[src/rtl/imem_loader_pkg.sv]
// Shared constants for the instruction-memory loader: FSM encoding, word geometry
// and the default address width matching the 64-word instruction memory.
package imem_loader_pkg;

   localparam int unsigned DEFAULT_ADDR_W = 6;
   localparam int unsigned WORD_BYTES     = 4;
   localparam int unsigned WORD_W         = 8 * WORD_BYTES;
   localparam int unsigned BYTE_CNT_W     = $clog2(WORD_BYTES);

   localparam logic [2:0] ST_IDLE  = 3'd0;
   localparam logic [2:0] ST_RECV  = 3'd1;
   localparam logic [2:0] ST_WRITE = 3'd2;
   localparam logic [2:0] ST_CHK   = 3'd3;
   localparam logic [2:0] ST_DONE  = 3'd4;

endpackage

[src/rtl/imem_loader_byte_packer.sv]
// Little-endian byte-to-word assembler; shared by data words and the checksum word.
module imem_loader_byte_packer
   import imem_loader_pkg::*;
(
   input  logic                  clk,
   input  logic                  rst,
   input  logic                  clear,
   input  logic [7:0]            byte_in,
   input  logic                  byte_valid,
   output logic [WORD_W-1:0]     word,
   output logic                  word_ready_c,
   output logic [BYTE_CNT_W-1:0] byte_cnt
);

   always_ff @(posedge clk) begin
      if (rst) begin
         word     <= '0;
         byte_cnt <= '0;
      end else if (clear) begin
         byte_cnt <= '0;
      end else if (byte_valid) begin
         word[{byte_cnt, 3'b000} +: 8] <= byte_in;
         byte_cnt                      <= byte_cnt + BYTE_CNT_W'(1);
      end
   end

   // High on the transfer that completes the word.
   assign word_ready_c = byte_valid && (byte_cnt == BYTE_CNT_W'(WORD_BYTES - 1));

endmodule

[src/rtl/imem_loader.sv]
// Fills the instruction memory from a byte stream while stalling the CPU.
// Define IMEM_LOADER_CHECKSUM_EN to verify a trailing XOR checksum word.
module imem_loader
   import imem_loader_pkg::*;
#(
   parameter int unsigned ADDR_W = DEFAULT_ADDR_W,
   parameter int unsigned CNT_W  = ADDR_W + 1
) (
   input  logic             clk,
   input  logic             rst,
   input  logic             start,
   input  logic [CNT_W-1:0] word_count,
   input  logic [7:0]       byte_in,
   input  logic             byte_valid,
   output logic             byte_ready,
   output logic             we,
   output logic [31:0]      waddr,
   output logic [31:0]      wdata,
   output logic             busy,
   output logic             cpu_stall,
   output logic             done,
   output logic             chk_err
);

   localparam int unsigned DEPTH = 2 ** ADDR_W;

`ifdef IMEM_LOADER_CHECKSUM_EN
   localparam logic [2:0] ST_AFTER_LAST = ST_CHK;
`else
   localparam logic [2:0] ST_AFTER_LAST = ST_DONE;
`endif

   logic [2:0]            state_q, state_d;
   logic [ADDR_W-1:0]     word_idx_q, word_idx_d;
   logic [CNT_W-1:0]      n_q, n_d, n_clamp_c;
   logic                  byte_ready_d, we_d, busy_d, done_d;
   logic                  xfer_c, start_acc_c, last_word_c, pk_clear_c;
   logic [WORD_W-1:0]     pk_word;
   logic                  pk_ready_c;
   logic [BYTE_CNT_W-1:0] pk_cnt;

   assign xfer_c      = byte_valid && byte_ready;
   assign start_acc_c = start && ((state_q == ST_IDLE) || (state_q == ST_DONE));
   assign n_clamp_c   = (word_count > CNT_W'(DEPTH)) ? CNT_W'(DEPTH) : word_count;
   assign last_word_c = (CNT_W'(word_idx_q) == (n_q - CNT_W'(1)));

   imem_loader_byte_packer u_packer (
      .clk          (clk),
      .rst          (rst),
      .clear        (pk_clear_c),
      .byte_in      (byte_in),
      .byte_valid   (xfer_c),
      .word         (pk_word),
      .word_ready_c (pk_ready_c),
      .byte_cnt     (pk_cnt)
   );

   // Next-state and registered-output decode.
   always_comb begin
      state_d    = state_q;
      word_idx_d = word_idx_q;
      n_d        = n_q;
      pk_clear_c = 1'b0;
      case (state_q)
         ST_IDLE, ST_DONE: begin
            if (start) begin
               n_d        = n_clamp_c;
               word_idx_d = '0;
               pk_clear_c = 1'b1;
               state_d    = (n_clamp_c == '0) ? ST_DONE : ST_RECV;
            end
         end
         ST_RECV: begin
            if (xfer_c && pk_ready_c) state_d = ST_WRITE;
         end
         ST_WRITE: begin
            pk_clear_c = 1'b1;
            if (last_word_c) begin
               state_d = ST_AFTER_LAST;
            end else begin
               word_idx_d = word_idx_q + ADDR_W'(1);
               state_d    = ST_RECV;
            end
         end
         ST_CHK: begin
            if (xfer_c && pk_ready_c) state_d = ST_DONE;
         end
         default: state_d = ST_IDLE;
      endcase
      byte_ready_d = (state_d == ST_RECV) || (state_d == ST_CHK);
      we_d         = (state_d == ST_WRITE);
      busy_d       = (state_d == ST_RECV) || (state_d == ST_WRITE) || (state_d == ST_CHK);
      done_d       = (state_d == ST_DONE);
   end

   always_ff @(posedge clk) begin
      if (rst) begin
         state_q    <= ST_IDLE;
         word_idx_q <= '0;
         n_q        <= '0;
         byte_ready <= 1'b0;
         we         <= 1'b0;
         busy       <= 1'b0;
         done       <= 1'b0;
      end else begin
         state_q    <= state_d;
         word_idx_q <= word_idx_d;
         n_q        <= n_d;
         byte_ready <= byte_ready_d;
         we         <= we_d;
         busy       <= busy_d;
         done       <= done_d;
      end
   end

   assign cpu_stall = busy;
   assign waddr     = 32'({word_idx_q, 2'b00});
   assign wdata     = pk_word;

`ifdef IMEM_LOADER_CHECKSUM_EN
   logic [WORD_W-1:0] chk_acc_q;
   logic [WORD_W-1:0] chk_word_c;
   logic              chk_done_c;

   // Expected checksum including the byte being accepted this cycle.
   always_comb begin
      chk_word_c                          = pk_word;
      chk_word_c[{pk_cnt, 3'b000} +: 8] = byte_in;
   end

   assign chk_done_c = (state_q == ST_CHK) && xfer_c && pk_ready_c;

   always_ff @(posedge clk) begin
      if (rst) begin
         chk_acc_q <= '0;
         chk_err   <= 1'b0;
      end else if (start_acc_c) begin
         chk_acc_q <= '0;
         chk_err   <= 1'b0;
      end else begin
         if (state_q == ST_WRITE) chk_acc_q <= chk_acc_q ^ pk_word;
         if (chk_done_c) chk_err <= (chk_word_c != chk_acc_q);
      end
   end
`else
   logic unused_cnt;
   assign unused_cnt = ^{pk_cnt, start_acc_c};
   assign chk_err    = 1'b0;
`endif

endmodule

[config.mk]
export PLATFORM = sky130hd
export DESIGN_NAME = imem_loader
export DESIGN_NICKNAME = d
export VERILOG_FILES = /design/src/rtl/imem_loader_pkg.sv /design/src/rtl/imem_loader_byte_packer.sv /design/src/rtl/imem_loader.sv
export SDC_FILE = /design/constraint.sdc
export NUM_CORES = 1
export LEC_CHECK = 0
export ABC_AREA = 1
export BUFFER_PORTS_ARGS = -buffer_cell sky130_fd_sc_hd__buf_2
export CORE_UTILIZATION = 51
export CTS_BUF_LIST = sky130_fd_sc_hd__clkbuf_16
export DETAILED_ROUTE_END_ITERATION = 10
export PLACE_DENSITY = 0.81
export SKIP_LAST_GASP = 1
export SYNTH_ARGS = -nofsm -noshare
export SYNTH_HDL_FRONTEND = slang
export SYNTH_SLANG_ARGS = --single-unit
[constraint.sdc]
create_clock -name clk -period 2.4 [get_ports clk]
set_clock_uncertainty 0.1 [all_clocks]
set_input_delay 0.48 -clock clk [delete_from_list [all_inputs] [get_ports clk]]
set_output_delay 0.48 -clock clk [all_outputs]
set_load 0.02 [all_outputs]
==> results of run 1 <==
## synthesized netlist by cell type
library cell / n / area share, %
nor2_1: 27 / 3.6
nand3_1: 34 / 6.1
conb_1: 1 / 0.13
clkbuf_1: 6 / 0.81
inv_2: 7 / 0.94
clkbuf_8: 1 / 0.49
a21oi_1: 34 / 6.1
nand2_4: 2 / 0.81
nand4_1: 6 / 1.3
nor3_1: 2 / 0.36
or3_1: 3 / 0.67
a211oi_1: 7 / 1.9
xnor2_1: 1 / 0.31
ha_1: 7 / 3.1
o21a_1: 1 / 0.27
nand2_2: 4 / 0.90
o22ai_1: 3 / 0.67
inv_1: 43 / 5.8
o21ai_0: 15 / 2.7
nor2_2: 4 / 0.90
bufbuf_8: 1 / 0.67
nor3b_1: 1 / 0.27
xor2_1: 4 / 1.3
nand2_1: 83 / 11
buf_4: 28 / 7.5
o32ai_1: 1 / 0.31
buf_2: 3 / 0.54
nand3_2: 1 / 0.36
a22oi_1: 1 / 0.27
dfxtp_1: 54 / 39
a31oi_1: 5 / 1.1
## critical path, stage by stage (launching register included)
cell     delay (ps)
dfxtp_1         370
inv_2            80
ha_1            250
inv_1            70
nand2_1          60
nand2_1          60
nand2_1          40
nand2_1          60
nand2_1          60
nor2_2          180
nand2_2          90
nand2_4         120
nand3_1          80
nand2_1         100
nand2_1          60
## logic make-up after synthesis
family,count (synthesis),synth area share [%]
flops,54,38.7
other cells,1,0.134
buf+inv,89,16.7
simple gates,167,26.5
compound gates,67,13.3
fa+ha+maj,7,3.13
xor+xnor,5,1.57
## cell type report
| class | count | area share [%] |
|---|---|---|
| clock buffer | 5 | 3.93 |
| tap | 70 | 2.75 |
| clock inverter | 2 | 0.472 |
| sequential | 54 | 34.0 |
| inverter | 50 | 5.90 |
| timing repair buffer | 66 | 10.8 |
| multi-input combinational | 273 | 42.2 |
## power by group
part / switching, mW / internal (mW)
Clock: 0.319 / 0.381
Sequential: 0.0112 / 0.915
Combinational: 0.168 / 0.0638
Total: 0.498 / 1.36
## routing by layer
layer	track usage [%]	vias to the layer above
met2	38.4	78
met3	5.51	10
met4	9.04	0
li1	-	1328
met5	0	-
met1	27.1	1152
## worst paths after layout
path,from,endpoint,depth (start not counted)
worst min register to register,u_packer.word[24],u_packer.word[24],2
worst min-delay path,word_count[3],n_q[3],3
worst max register to register,n_q[0],busy,14
worst max-delay path,n_q[0],busy,14
## registers in the layout (all words and copies together), names as in the netlist
name	flops
busy	1
byte_ready	1
done	1
n_q	7
state_q	3
u_packer.byte_cnt	2
u_packer.word	32
we	1
word_idx_q	6
## metrics by stage
stage	util, %	worst slack, ps	instance area, µm²	std cells
final	61.2	515	3180	520
after global routing	61.2	356	3180	520
after CTS	61.2	505	3180	520
after detailed placement	58.5	518	3040	513
after global placement	58.5	531	3040	513
after floorplan	-	478	2890	416
==> reports/metrics.yaml, run 1 <==
layout:
  mostFrequentLayoutCell: "nand2_1"
  drive_above_1_share_pct: 20.2
  n_antenna_cell: 0
  nets: 476
  seq_area_mm2: 0.00108
  syn_to_final_growth_pct: 13.9
  multi_input_area_mm2: 0.00134
  fillers: 496
  final_cell_mix: "nand2_1 (83), buf_2 (61), dfxtp_1 (54)"
worst_setup_path:
  crit_type: "flip-flop to flip-flop"
  critPathLaunchType: "flip-flop"
  critical_path_required_ps: 2480
  crit_arrival_ps: 1970
  cp_max_fo: 8
  reg2reg_slack_ps: 510
  worstSetupEndpointType: "flip-flop"
status:
  status: "complete, no violations"
cts:
  cts_buffers: 5
  clock-root-buffer: "clkbuf_16"
  post_cts_buffers: 0
  clock_latency_ps: 290
  postCtsHoldBufs: 0
  clk_path_buf_depth: 2
  cts_sinks: 54
  clk_pin_slew_ps: 70
  htreeDepth: 2
  ctsResizeCount: 0
  cts_tree: "yes"
sta:
  setup-violations-final: 0
  grt_setup_unrepaired: "false"
  relSlewSlack_pct: 66.6
  min_period_ps: 1890
  worst_pin_slew_ps: 500
  hold_viol: 0
  holdWs_ps: 346
  layout_worst_path_cycle_share_pct: 78.5
  setup_tns_ps: 0
  fmax_ghz: 0.530
  slew_violations: 0
logic_synthesis:
  synth_seq_cells: 54
  synth_area_mm2: 0.00280
  syn_area_per_cell_um2: 7.17
  syn_inst: 390
  ys_seq_area_share_pct: 38.7
  yosysWarningCount: 0
  synth_cell_types: 31
global_route:
  grt_max_degree: 30
  grtUsageTotal_pct: 22.5
  grt_pass1_vias: 2297
  antenna_found_initial: 0
  grt_pass1_wl_um: 10400
  grt-ovfl-total: 0
die:
  io_pins: 89
  rows: 26
  die_area_mm2: 0.00578
  die_h_um: 76.0
  die_width_um: 76.0
  start_util_pct: 53.7
  coreArea_mm2: 0.00520
power_and_ir_drop:
  totalPowerFinal_mw: 1.86
  p_per_area_mw_per_mm2: 584
  power.leakage_nw: 1.54
  vdd_drop_max_v: 0.000476
route:
  dr_wl_met3_um: 306
  via_per_inst: 4.94
  top_layer: "met4"
  drt-pass1-iter-count: 4
  wl_per_cell_um: 12.0
  met1_length_um: 2790
  route.met2.wl_um: 3040
  antenna_left: 0
  drc_errors: 0
  via_count: 2568
  dr.first_iter.drc_count: 149
  drt-total-wl_um: 6230
place:
  io_buffer_count: 61
  routabilityCongestion: 0.829
  hpwl_um: 4580
run:
  cap_violations: 0
hold_path:
  hold_path_class: "input port to flip-flop"
Note: power is estimated with default switching activity, not from simulation.
==> run 2, diff against run 1 <==
Settings changed: CORE_UTILIZATION 51 to 46, PLACE_DENSITY 0.81 to 0.77.
Clock period 2.4 ns to 1.7 ns, I/O delays scaled along.
==> reports/metrics.yaml, run 2 (synthesis results as in run 1) <==
layout:
  drive_above_1_share_pct: 26.1  # +5.9 points
  top_register: "u_packer.word"
  top_regs: "u_packer.word: 32 flops, n_q: 7 flops, word_idx_q: 6 flops"
  syn_to_final_growth_pct: 21.8
  final_core_util_pct: 57.8  # -3.3 points
  largest_register_ffs: 32  # unchanged
  nets: 490  # +2.9%
  mostFrequentLayoutCell: "nand2_1"
  fin_cells: 539  # +3.7%
  final_cell_mix: "nand2_1 (80), buf_2 (61), dfxtp_1 (52)"
  n_antenna_cell: 0  # unchanged
  fillers: 548  # +10%
route:
  wl_per_cell_um: 12.3  # +3.0%
  drc_errors: 0  # unchanged
  dr.first_iter.drc_count: 130  # -13%
  via_count: 2659  # +3.5%
  antenna_left: 0  # unchanged
  drt-total-wl_um: 6650  # +6.7%
  via_per_inst: 4.93  # -0.11%
  drt-pass1-iter-count: 4  # unchanged
power_and_ir_drop:
  power.leakage_nw: 1.63  # +6.2%
  power_frac_clock_pct: 40.7  # +3.0 points
  p_per_area_mw_per_mm2: 828  # +42%
  p_sw_share_pct: 25.8  # -0.97 points
  power.internal_mw: 2.09  # +54%
  vdd_drop_max_v: 0.000539  # +13%
  power_switching_mw: 0.728  # +46%
  p_seq_share_pct: 46.4  # -3.5 points
  comb_power_share_pct: 12.9  # +0.4 points
sta:
  setup_tns_ps: -811  # -811 ps
  min_period_ps: 1820  # -64.0 ps
  slew_violations: 0  # unchanged
  fin_ws_ps: -121  # -636 ps
  fmax_ghz: 0.549  # +3.5%
  layout_worst_path_cycle_share_pct: 107  # +29 points
  holdWs_ps: 203  # -144 ps
  hold_viol: 0  # unchanged
  grt_setup_unrepaired: "true"
  setup-violations-final: 11  # +11
worst_setup_path:
  ff2ff_path_depth: 14  # unchanged
  crit_type: "flip-flop to flip-flop"
  critical_path_required_ps: 1830  # -650 ps
  crit_arrival_ps: 1950  # -20 ps
  worstSetupEndpointType: "flip-flop"
  cp_slowest_stage_delay_ps: 350  # -20 ps
  crit_buf_inv: 2  # unchanged
  critPathLaunchType: "flip-flop"
  crit_chain: "inv_2 -> ha_4 -> inv_2 -> nand2_2 -> nand2_1 -> nor2_1 -> nand3_1 -> nor2_2 -> nand2_2 -> nand2_4 -> nand2_4 -> nand2_1 -> nand2_1 -> nor2_1"
  cp_max_fo: 8  # unchanged
  crit_path_frequent_cell: "nand2_1"
  cp_top_family: "simple AND/OR/NAND/NOR gates"
  cp.depth: 14  # unchanged
  critical_path.slowest_cell: "dfxtp_2"
cts:
  postCtsHoldBufs: 0  # unchanged
  clk_pin_slew_ps: 70  # about the same
  htreeDepth: 2  # unchanged
  cts_sinks: 54  # unchanged
  cts_tree: "yes"
  clk_path_buf_depth: 2  # unchanged
  cts_buffers: 5  # unchanged
  clock_latency_ps: 290  # about the same
  clock-root-buffer: "clkbuf_16"
status:
  violations: "setup timing"
  status: "finished, violations left"
place:
  routabilityCongestion: 0.797  # -3.9%
  hpwl_um: 4850  # +5.7%
  io_buffer_count: 61  # unchanged
  dp.cells: 526  # +2.5%
die:
  die_area_mm2: 0.00639  # +11%
  rows: 28  # +7.7%
  die_h_um: 80.0  # +5.2%
  coreArea_mm2: 0.00589  # +13%
  start_util_pct: 47.5  # -6.2 points
  io_pins: 89  # unchanged
  die_width_um: 80.0  # +5.2%
run:
  cap_violations: 0  # unchanged
hold_path:
  hold_path_class: "input port to flip-flop"
  hold_path_depth: 3  # unchanged
global_route:
  antenna_found_initial: 0  # unchanged
  grtUsageTotal_pct: 21.8  # -0.65 points
  grt_max_degree: 30  # unchanged
  grt_pass1_wl_um: 10800  # +3.4%
  grt_pass1_vias: 2379  # +3.6%
  grt-ovfl-total: 0  # unchanged
## run 2: cell count changes in the layout (fill, tap and decap cells not counted), sizes merged
cell      before  now
buf           66   80
clkinv         0    1
bufinv         0    1
inv           50   49
clkinvlp       2    1
## run 2: cell type report
type,count,area [µm²],share of cell area [%]
clock buffer,5,125,3.68
clock inverter,2,38.8,1.14
inverter,50,191,5.62
multi-input combinational,273,1410,41.3
sequential,54,1080,31.8
tap,75,93.8,2.76
timing repair buffer,80,464,13.6
## run 2: final timing paths
path,endpoint,slack (ps),startpoint
max,word_idx_q[0],-120,n_q[1]
min,n_q[3],200,word_count[3]
max reg2reg,word_idx_q[0],-120,n_q[1]
min reg2reg,u_packer.word[24],360,u_packer.word[24]
## run 2: tightest hold or removal path, stage by stage
cell     delay [ps]
buf_2            90
nand3_1          70
o21ai_0          70
## run 2: power groups by stage
stage	Sequential [mW]	Clock [mW]	Combinational (mW)
2_1_floorplan	1.35	0	0.278
3_3_place_gp	1.34	0	0.329
6_report	1.31	1.15	0.362
5_1_grt	1.31	1.22	0.402
3_5_place_dp	1.34	0	0.335
4_1_cts	1.31	1.15	0.347
## run 2: metrics by stage
| stage | power (mW) | worst slack [ps] | instance area, µm² |
|---|---|---|---|
| 2_1_floorplan | 1.63 | 27.0 | 2920 |
| 3_3_place_gp | 1.67 | 24.7 | 3140 |
| 3_5_place_dp | 1.67 | -66.6 | 3140 |
| 4_1_cts | 2.81 | -46.7 | 3340 |
| 5_1_grt | 2.93 | -222 | 3400 |
| 6_report | 2.82 | -121 | 3400 |
## run 2: repair_timing
action | in CTS | in global routing
hold endpoints to repair | 0 | 0
gates resized for setup | 7 | 10
buffers inserted | 2 | 4
pin swaps | 4 | 7
endpoints found under the setup margin | 12 | 25
## run 2: routing by layer
| layer | part of all wire [%] | up-vias | track usage, % |
|---|---|---|---|
| met2 | 50 | 94 | 38.1 |
| li1 | - | 1349 | - |
| met1 | 42 | 1197 | 25.2 |
| met5 | 0 | - | 0 |
| met4 | 3.0 | 0 | 10.0 |
| met3 | 5.4 | 19 | 4.80 |
==> run 3, diff against run 2 <==
Settings changed: BUFFER_PORTS_ARGS -buffer_cell sky130_fd_sc_hd__buf_2 to not set, CORE_UTILIZATION 46 to 57, DONT_BUFFER_PORTS set to 1, PLACE_DENSITY 0.77 to 0.76, SYNTH_HIERARCHICAL set to 1.
==> reports/metrics.yaml, run 3 <==
layout:
  seq_area_mm2: 0.00109  # +0.23%
  drive_above_1_share_pct: 18.6  # -7.5 points
  top_register: "u_packer/word"
  nets: 456  # -6.9%
  top_regs: "u_packer/word: 32 flops, n_q: 7 flops, word_idx_q: 6 flops"
  fin_cells: 498  # -7.6%
  syn_to_final_growth_pct: 11.4
  largest_register_ffs: 32  # unchanged
  mostFrequentLayoutCell: "nand2_1"
  fillers: 436  # -20%
  n_antenna_cell: 0  # unchanged
  final_core_util_pct: 67.7  # +9.8 points
  final_cell_mix: "nand2_1 (114), dfxtp_1 (50), a21oi_1 (40)"
  multi_input_area_mm2: 0.00154  # +9.4%
cts:
  clk_path_buf_depth: 2  # unchanged
  cts_sinks: 54  # unchanged
  cts_tree: "yes"
  clock-root-buffer: "clkbuf_16"
  clock_latency_ps: 290  # about the same
  cts_buffers: 5  # unchanged
  htreeDepth: 2  # unchanged
  clk_pin_slew_ps: 70  # about the same
worst_setup_path:
  crit_type: "flip-flop to flip-flop"
  worstSetupEndpointType: "flip-flop"
  cp_max_fo: 5  # -3
  critical_path_required_ps: 1780  # -50 ps
  critPathLaunchType: "flip-flop"
  crit_arrival_ps: 1800  # -150 ps
logic_synthesis:
  synthFlopType: "dfxtp_1"
  syn_inst: 410  # +5.1%
  synth_cell_types: 33  # +6.5%
  synth_top_cell_area_share_pct: 36.9  # -1.7 points
  syn_area_per_cell_um2: 7.14  # -0.41%
  synthTopCellsByCount: "nand2_1 (119), dfxtp_1 (54), a21oi_1 (42), inv_1 (40), nor2_1 (31)"
  yosysMostFrequentCell: "nand2_1"
  yosysWarningCount: 6  # +6
  synth_top_area_cell: "dfxtp_1"
  synth_area_leaders: "dfxtp_1 (37%), nand2_1 (15%), a21oi_1 (7.2%)"
  synth_area_mm2: 0.00293  # +4.7%
  ys_seq_area_share_pct: 36.9  # -1.7 points
  synth_edf_count: 0  # unchanged
  async_reset_ff_share_pct: 0  # unchanged
  synth_seq_cells: 54  # unchanged
sta:
  fmax_ghz: 0.585  # +6.5%
  setup_tns_ps: -25.8  # +785 ps
  holdWs_ps: 14.6  # -188 ps
  relSlewSlack_pct: 47.5
  worst_pin_slew_ps: 786
  fin_ws_ps: -10.2  # +111 ps
  min_period_ps: 1710  # -111 ps
  layout_worst_path_cycle_share_pct: 101  # -6.5 points
  grt_setup_unrepaired: "true"
  slew_violations: 0  # unchanged
  hold_viol: 0  # unchanged
  setup-violations-final: 4  # -7
die:
  io_pins: 89  # unchanged
  die_width_um: 73.7  # -7.9%
  die_h_um: 73.7  # -7.9%
  rows: 25  # -11%
  start_util_pct: 60.8  # +13 points
  die_area_mm2: 0.00543  # -15%
  coreArea_mm2: 0.00482  # -18%
route:
  top_layer: "met4"
  drc_errors: 0  # unchanged
  dr_wl_met3_um: 517  # +44%
  dr.first_iter.drc_count: 185  # +42%
  antenna_left: 0  # unchanged
  drt-total-wl_um: 6520  # -1.9%
  drt-pass1-iter-count: 4  # unchanged
  via_per_inst: 5.05  # +2.3%
  wl_per_cell_um: 13.1  # +6.1%
  via_count: 2513  # -5.5%
  route.met2.wl_um: 3390  # +2.5%
  met1_length_um: 2560  # -7.8%
run:
  cap_violations: 0  # unchanged
global_route:
  antenna_found_initial: 0  # unchanged
  grt_pass1_vias: 2277  # -4.3%
  grt_pass1_wl_um: 10100  # -6.7%
  grt_max_degree: 48  # +60%
  grt-ovfl-total: 0  # unchanged
  grtUsageTotal_pct: 24.6  # +2.8 points
place:
  dp.cells: 483  # -8.2%
  hpwl_um: 4560  # -5.9%
  io_buffer_count: 0  # -100%
  routabilityCongestion: 0.876  # +9.9%
power_and_ir_drop:
  p_seq_share_pct: 47.1  # +0.7 points
  power.internal_mw: 2.09  # about the same
  power.leakage_nw: 1.34  # -18%
  p_sw_share_pct: 26.0  # +0.15 points
  power_switching_mw: 0.734  # +0.74%
  totalPowerFinal_mw: 2.82  # +0.16%
  p_per_area_mw_per_mm2: 866  # +4.6%
  vdd_drop_max_v: 0.000635  # +18%
  power_frac_clock_pct: 41.0  # +0.3 points
  comb_power_share_pct: 11.9  # -1.0 points
status:
  status: "finished, violations left"
  violations: "setup timing"
hold_path:
  hold_path_class: "input port to flip-flop"
==> run 3: changes by cell type in the layout (fill, tap and decap cells not counted), moves of 6 or more <==
cell and delta:
nand2_1 +34, a211oi_1 -6, a21oi_1 +7, buf_2 -61, o21ai_0 -10, nor2_1 +6, nand3_1 -17, buf_4 +6
==> run 3: cell families (layout without fill, tap and decap cells) <==
family,after synthesis,count (layout),share of synthesized area [%]
and+or+nand+nor,199,200,31.7
buffers and inverters,86,80,16.0
AOI/OAI and AO/OA,58,58,10.7
DFF,54,54,36.9
adders and majority gates,7,7,2.99
xor gates and xnor gates,5,5,1.50
other,1,27,0.128
==> run 3: repair_timing <==
action                                 CTS  global route
buffers inserted                         0             5
gates cloned                             1             0
setup endpoints to repair                8            39
hold buffers                             0             1
pin swaps                                1             8
endpoints found under the hold margin    0            17
gates resized for setup                  4            16
==> run 3: per-layer routing <==
| layer | track usage [%] | up-vias |
|---|---|---|
| li1 | - | 1279 |
| met1 | 28.0 | 1136 |
| met2 | 43.3 | 92 |
| met3 | 8.50 | 6 |
| met4 | 7.05 | 0 |
| met5 | 0 | - |
==> run 3: critical path, cell delays in order, from the launching register on <==
cell	delay, ps
dfxtp_2	330
inv_2	50
ha_4	260
inv_2	30
nand2_2	50
nand2_2	40
nor2_2	90
nand3_2	100
nor2_4	150
nand2_4	90
nand2_4	110
nand3_1	80
nand2_1	70
nor2_1	40
==> run 3: power by group through the flow <==
stage                     combinational [mW]  sequential, mW  clock (mW)
final                                  0.336            1.33        1.16
after detailed placement               0.300            1.36           0
after CTS                              0.307            1.33        1.18
after global placement                 0.295            1.36           0
after floorplan                        0.319            1.35           0
after global routing                   0.373            1.33        1.24
==> run 3: final timing paths <==
check	start	endpoint	slack, ps	depth (start not counted)
worst min-delay path	rst	state_q[2]	10	1
worst max-delay path	n_q[0]	word_idx_q[1]	-10	13
worst max register to register	n_q[0]	word_idx_q[1]	-10	13
worst min register to register	n_q[6]	n_q[6]	420	2
==> run 3: final cells by class <==
class | instances | share of cell area, %
Clock buffer | 5 | 3.84
Clock inverter | 3 | 1.31
Inverter | 47 | 5.49
Multi-Input combinational cell | 297 | 47.3
Sequential cell | 54 | 33.3
Tap cell | 67 | 2.57
Timing Repair Buffer | 25 | 6.22
==> run 3: stage by stage <==
stage | area (µm²) | setup slack, ps
after floorplan | 3030 | 30.9
after CTS | 3150 | 5.79
after global placement | 2960 | -40.3
final | 3260 | -10.2
after detailed placement | 2960 | -113
after global routing | 3260 | -138
